### config.mk
export PLATFORM = sky130hd
export DESIGN_NAME = mp_add_sequencer
export DESIGN_NICKNAME = d
export VERILOG_FILES = /design/src/rtl/mp_add_sequencer_pkg.sv /design/src/rtl/ripplecarryadder.sv /design/src/rtl/mp_add_sequencer.sv
export SDC_FILE = /design/constraint.sdc
export NUM_CORES = 1
export LEC_CHECK = 0
export CORE_MARGIN = 2
export CORE_UTILIZATION = 50
export DETAILED_ROUTE_END_ITERATION = 7
export GPL_TIMING_DRIVEN = 0
export PLACE_DENSITY = 0.8
export SYNTH_ARGS = -nofsm -noshare
export SYNTH_HDL_FRONTEND = slang
export SYNTH_SLANG_ARGS = --single-unit
### constraint.sdc
create_clock -name clk -period 16.7 [get_ports clk]
set_input_delay 3.34 -clock clk [delete_from_list [all_inputs] [get_ports clk]]
set_output_delay 3.34 -clock clk [all_outputs]
set_load 0.02 [all_outputs]
### src/rtl/mp_add_sequencer_pkg.sv
`default_nettype none
// ============================================================================
// Module  : mp_add_sequencer_pkg
// Purpose : Shared definitions for the multi-precision adder sequencer:
//           default adder word width, FSM state encoding and a helper that
//           sizes the word index counter.
// Ports   : none (package)
// Revision: 1.0 - initial release
// ============================================================================
package mp_add_sequencer_pkg;

    // Word width of the ripple-carry datapath.
    localparam int ADD_WIDTH = 32;

    // Sequencer states, explicitly encoded.
    typedef enum logic [1:0] {
        ST_IDLE = 2'd0,
        ST_RUN  = 2'd1,
        ST_DONE = 2'd2
    } state_t;

    // Index counter width: max(1, clog2(words)) so WORDS==1 still gets a bit.
    function automatic int idx_width(input int words);
        return (words > 1) ? $clog2(words) : 1;
    endfunction

endpackage
`default_nettype wire

### src/rtl/ripplecarryadder.sv
`default_nettype none
// ============================================================================
// Module  : ripplecarryadder
// Purpose : WIDTH-bit unsigned ripple-carry adder built from full-adder cells.
// Ports   : a, b   in  WIDTH  addends
//           cin    in  1      carry in
//           sum    out WIDTH  a + b + cin (low WIDTH bits)
//           carry  out 1      carry out of the top bit
// Revision: 1.0 - initial release
// ============================================================================
module ripplecarryadder #(
    parameter int WIDTH = 32
) (
    input  logic [WIDTH-1:0] a,
    input  logic [WIDTH-1:0] b,
    input  logic             cin,
    output logic [WIDTH-1:0] sum,
    output logic             carry
);

    logic [WIDTH:0] c;

    assign c[0] = cin;

    for (genvar i = 0; i < WIDTH; i++) begin : g_bit
        assign sum[i]  = a[i] ^ b[i] ^ c[i];
        assign c[i+1]  = (a[i] & b[i]) | (c[i] & (a[i] ^ b[i]));
    end

    assign carry = c[WIDTH];

endmodule
`default_nettype wire

### src/rtl/mp_add_sequencer.sv
`default_nettype none
// ============================================================================
// Module  : mp_add_sequencer
// Purpose : Multi-precision adder. Accepts two WORDS*WIDTH-bit operands and a
//           carry-in, then adds them one WIDTH-bit word per cycle (LSW first)
//           through a single ripple-carry adder, chaining carries between
//           words, and presents the assembled sum and final carry.
// Ports   : clk        in   rising-edge clock
//           rst        in   asynchronous active-high reset
//           in_valid   in   operands/cin valid
//           in_ready   out  sequencer idle and able to accept
//           op_a/op_b  in   WORDS*WIDTH operands, word i at [i*WIDTH +: WIDTH]
//           cin        in   carry into word 0
//           out_valid  out  sum/cout valid
//           out_ready  in   consumer accepts the result
//           sum        out  (op_a + op_b + cin) mod 2^(WORDS*WIDTH)
//           cout       out  carry out of the most significant word
// Revision: 1.0 - initial release
// ============================================================================
module mp_add_sequencer
    import mp_add_sequencer_pkg::*;
#(
    parameter int WIDTH = ADD_WIDTH,
    parameter int WORDS = 4
) (
    input  logic                   clk,
    input  logic                   rst,
    input  logic                   in_valid,
    output logic                   in_ready,
    input  logic [WORDS*WIDTH-1:0] op_a,
    input  logic [WORDS*WIDTH-1:0] op_b,
    input  logic                   cin,
    output logic                   out_valid,
    input  logic                   out_ready,
    output logic [WORDS*WIDTH-1:0] sum,
    output logic                   cout
);

    localparam int               IDX_W    = idx_width(WORDS);
    localparam logic [IDX_W-1:0] LAST_IDX = IDX_W'(WORDS - 1);
    localparam logic [IDX_W-1:0] IDX_ONE  = IDX_W'(1);

    state_t                   state;
    logic [IDX_W-1:0]         idx;
    logic                     carry_reg;
    logic [WORDS*WIDTH-1:0]   a_reg;
    logic [WORDS*WIDTH-1:0]   b_reg;

    logic [WIDTH-1:0]         word_a;
    logic [WIDTH-1:0]         word_b;
    logic [WIDTH-1:0]         word_sum;
    logic                     word_carry;

    // Select the current word of each captured operand.
    assign word_a = a_reg[idx*WIDTH +: WIDTH];
    assign word_b = b_reg[idx*WIDTH +: WIDTH];

    ripplecarryadder #(
        .WIDTH (WIDTH)
    ) u_adder (
        .a     (word_a),
        .b     (word_b),
        .cin   (carry_reg),
        .sum   (word_sum),
        .carry (word_carry)
    );

    // Single-process FSM; in_ready/out_valid are registered alongside the
    // state so they always equal (state==IDLE) / (state==DONE).
    always_ff @(posedge clk or posedge rst) begin
        if (rst) begin
            state     <= ST_IDLE;
            idx       <= '0;
            carry_reg <= 1'b0;
            a_reg     <= '0;
            b_reg     <= '0;
            sum       <= '0;
            cout      <= 1'b0;
            in_ready  <= 1'b1;
            out_valid <= 1'b0;
        end else begin
            case (state)
                ST_IDLE: begin
                    if (in_valid) begin
                        a_reg     <= op_a;
                        b_reg     <= op_b;
                        carry_reg <= cin;
                        idx       <= '0;
                        state     <= ST_RUN;
                        in_ready  <= 1'b0;
                    end
                end

                ST_RUN: begin
                    sum[idx*WIDTH +: WIDTH] <= word_sum;
                    carry_reg               <= word_carry;
                    if (idx == LAST_IDX) begin
                        cout      <= word_carry;
                        state     <= ST_DONE;
                        out_valid <= 1'b1;
                    end else begin
                        idx <= idx + IDX_ONE;
                    end
                end

                ST_DONE: begin
                    // Return to IDLE only; a new operand is taken on a later edge.
                    if (out_ready) begin
                        state     <= ST_IDLE;
                        out_valid <= 1'b0;
                        in_ready  <= 1'b1;
                    end
                end

                default: begin
                    state     <= ST_IDLE;
                    in_ready  <= 1'b1;
                    out_valid <= 1'b0;
                end
            endcase
        end
    end

endmodule
`default_nettype wire
==> results of run 1 <==
## cells by family after synthesis
family | count (synthesis) | synth area share
buffers and inverters | 131 | 0.03434
flip-flops | 392 | 0.5829
multiplexers | 322 | 0.2583
adder cells (fa/ha/maj) | 38 | 0.04252
AND/OR/NAND/NOR | 54 | 0.01792
AO/OA/AOI/OAI | 137 | 0.06408
## metrics by stage
step           hold WS [ns]  TNS (ns)  std cells    util
5_1_grt              0.5004         0       2003  0.6862
3_5_place_dp         0.4695         0       1916  0.6413
2_1_floorplan        0.4524         0       1074       -
3_3_place_gp         0.4609   -722.73       1913  0.6386
6_report             0.4815         0       2007  0.6865
4_1_cts              0.4828         0       1989  0.6851
## path summary, 6_finish.rpt
| kind | cells after the start | end |
|---|---|---|
| worst max-delay path | 39 | sum[127]$_DFFE_PP0P_ |
| worst min-delay path | 2 | sum[22]$_DFFE_PP0P_ |
| worst max register to register | 39 | sum[127]$_DFFE_PP0P_ |
| worst min register to register | 2 | sum[22]$_DFFE_PP0P_ |
| max in group asynchronous | 4 | a_reg[114]$_DFFE_PP0P_ |
| min in group asynchronous | 2 | sum[99]$_DFFE_PP0P_ |
## power by group through the flow
| stage | registers (W) | clock network (W) | logic [W] |
|---|---|---|---|
| after floorplan | 0.00170 | 0 | 0.00160 |
| after global placement | 0.00162 | 0 | 0.00274 |
| after detailed placement | 0.00163 | 0 | 0.00281 |
| after CTS | 0.00163 | 0.00100 | 0.00283 |
| after global routing | 0.00168 | 0.00104 | 0.00301 |
| final | 0.00163 | 0.000986 | 0.00283 |
## synth_stat cells, drive strengths merged
cell / instances / area, sq um
a22o: 19 / 166.4
mux2: 258 / 2905
a221oi: 1 / 8.760
nor4b: 2 / 23.77
o21bai: 1 / 7.510
nor3: 1 / 5.000
dfrtp: 391 / 9784
nand2: 35 / 131.4
nand4: 1 / 12.51
nor2: 4 / 15.01
or4b: 1 / 10.01
and4: 1 / 8.760
nand2b: 1 / 6.260
and2b: 1 / 7.510
buf: 49 / 270.3
and4bb: 1 / 12.51
o21ai: 29 / 145.1
and3: 1 / 6.260
mux4: 64 / 1441
inv: 64 / 240.2
and3b: 1 / 8.760
nand3: 1 / 10.01
fa: 32 / 640.6
nor3b: 1 / 12.51
clkbuf: 18 / 67.56
dfstp: 1 / 26.28
o2bb2ai: 84 / 735.7
nand3b: 2 / 31.28
a21oi: 3 / 15.01
ha: 6 / 75.07
## final cells by class
class,instances,area [sq um]
timing repair buffer,394,3996
clock buffer,59,1206
tap,448,560.5
sequential,392,9811
multi-input combinational,551,6442
fill,2355,10460
buffer,67,337.8
inverter,64,247.7
clock inverter,14,257.7
antenna,18,45.04
## critical path, delay by kind of cell, from the launching register on
kind                       cells  cell delay, ns
adders and majority gates     32           12.44
DFF                            1            0.49
AOI/OAI and AO/OA              1            0.24
muxes                          1            0.38
buffers and inverters          5            1.03
## metal layers
layer  GRT usage  part of all wire  vias to the layer above
met5           0            0.0014                        -
met4      0.1130             0.038                       10
met3     0.06266             0.062                      112
met2      0.4574              0.49                      425
met1      0.3602              0.40                     5784
li1            -                 -                     4817
==> run metrics, run 1 <==
number of global-route vias before repair 12040; Crit path top cell by count fa_1; die height 187.5 microns; result of the run complete, no violations; clk root buf clkbuf_16; synthesis-stage register bit count 392; Max FO, Critical Path 10; Layout area overhead 36.08%; Post-CTS Setup Bufs 0; Clock Latency Late Sink roughly 0.53 ns; Cell variety after synth 37; synthesized area 0.01683 sq mm; most frequent cells in the layout dfrtp_1 (391), clkdlybuf4s50_1 (391), mux2_2 (237); clk_skew roughly 0.017 ns; Detailed Place HPWL 35780 microns; initial antenna violation count 23; gr ovfl total 0; hold path startpoint sum[22]$_DFFE_PP0P_; Sequential Power Share 0.299; worst vdd ir 129.0 uV; reg2reg setup slack 2.02 ns; Clock Sinks 392; Slew Viols, Final 0; Worst-Margin Slew roughly 1.1 ns; final wirelength 48090 microns; crit path launch type register; post-route clock period utilization 0.8789; Core ar. 0.03336 sq mm; first-pass GRT wire length about 73000 microns; Worst-path clk slew 0.06 ns; CP Capture Type register; RR Startpoint idx[1]$_DFFE_PP0P_; Int Pwr approximately 0.0033 W; Starting Density 0.5045; Die Width 187.5 microns; Comb power frac 0.520; largest net degree at the start of global routing about 120; WS Path Type register to register; number of port buffers 391; Resize count post-CTS 0; CP Launch Point idx[1]$_DFFE_PP0P_; Num CTS Buffers 41; power per cell area roughly 240 mW/mm^2; Hold Path Class register to register; DP Worst Slack between 2 and 2.5 ns; relative slew slack 0.2525; critical path required time 17.12 ns; clock network fraction of total power 0.181; sequential area share after synthesis 0.5829; slowest cell delay on critical path 0.74 ns; final setup margin just over 2 ns; CTS tree yes; # rows 67; Final setup viols 0; post-route cell area 0.02290 sq mm; Fmax 68.13 MHz; critical path arrival 15.09 ns; Hold Buf Count CTS 0; CTS H-tree lvls 2; Syn Inst Count 1074; YS warnings 0; Initial DRT Pass Iterations 5; Tmin final 14.68 ns; RSZ-0062 raised after global routing no; DP Area 0.02140 sq mm; Ports between 300 and 400; nets 1810; NetSw 0.002159 W; Syn Area/Cell 15.67 sq um; via count 11150; CP max stage cell clkbuf_1; post-synth net total 1373; clock tree buffer depth 3; Initial DRC Count 505; Post-DRT Antenna Nets 0; share of layout cells above drive strength 1 0.2751; sw frac 0.3960; final RePlAce weighted congestion between 0.8 and 0.9; total chip power 0.005450 W; DR vias/cell 5.555; DIE AREA around 0.035 sq mm; final hold violation count 0; drt wl/cell 23.96 microns; LEAKAGE 9.663 nW; total track usage 0.2778; Max-Cap Viols 0; DRC viols 0
Power figures use the tool's default switching activity.
==> run 2: changes to the inputs <==
--- a/config.mk
+++ b/config.mk
@@ -10,6 +10,7 @@
 export DETAILED_ROUTE_END_ITERATION = 7
 export GPL_TIMING_DRIVEN = 0
 export PLACE_DENSITY = 0.8
+export SETUP_SLACK_MARGIN = 0.5
 export SYNTH_ARGS = -nofsm -noshare
 export SYNTH_HDL_FRONTEND = slang
 export SYNTH_SLANG_ARGS = --single-unit
==> results of run 2 <==
The final DEF is identical to that of run 1; final timing and power are the same.
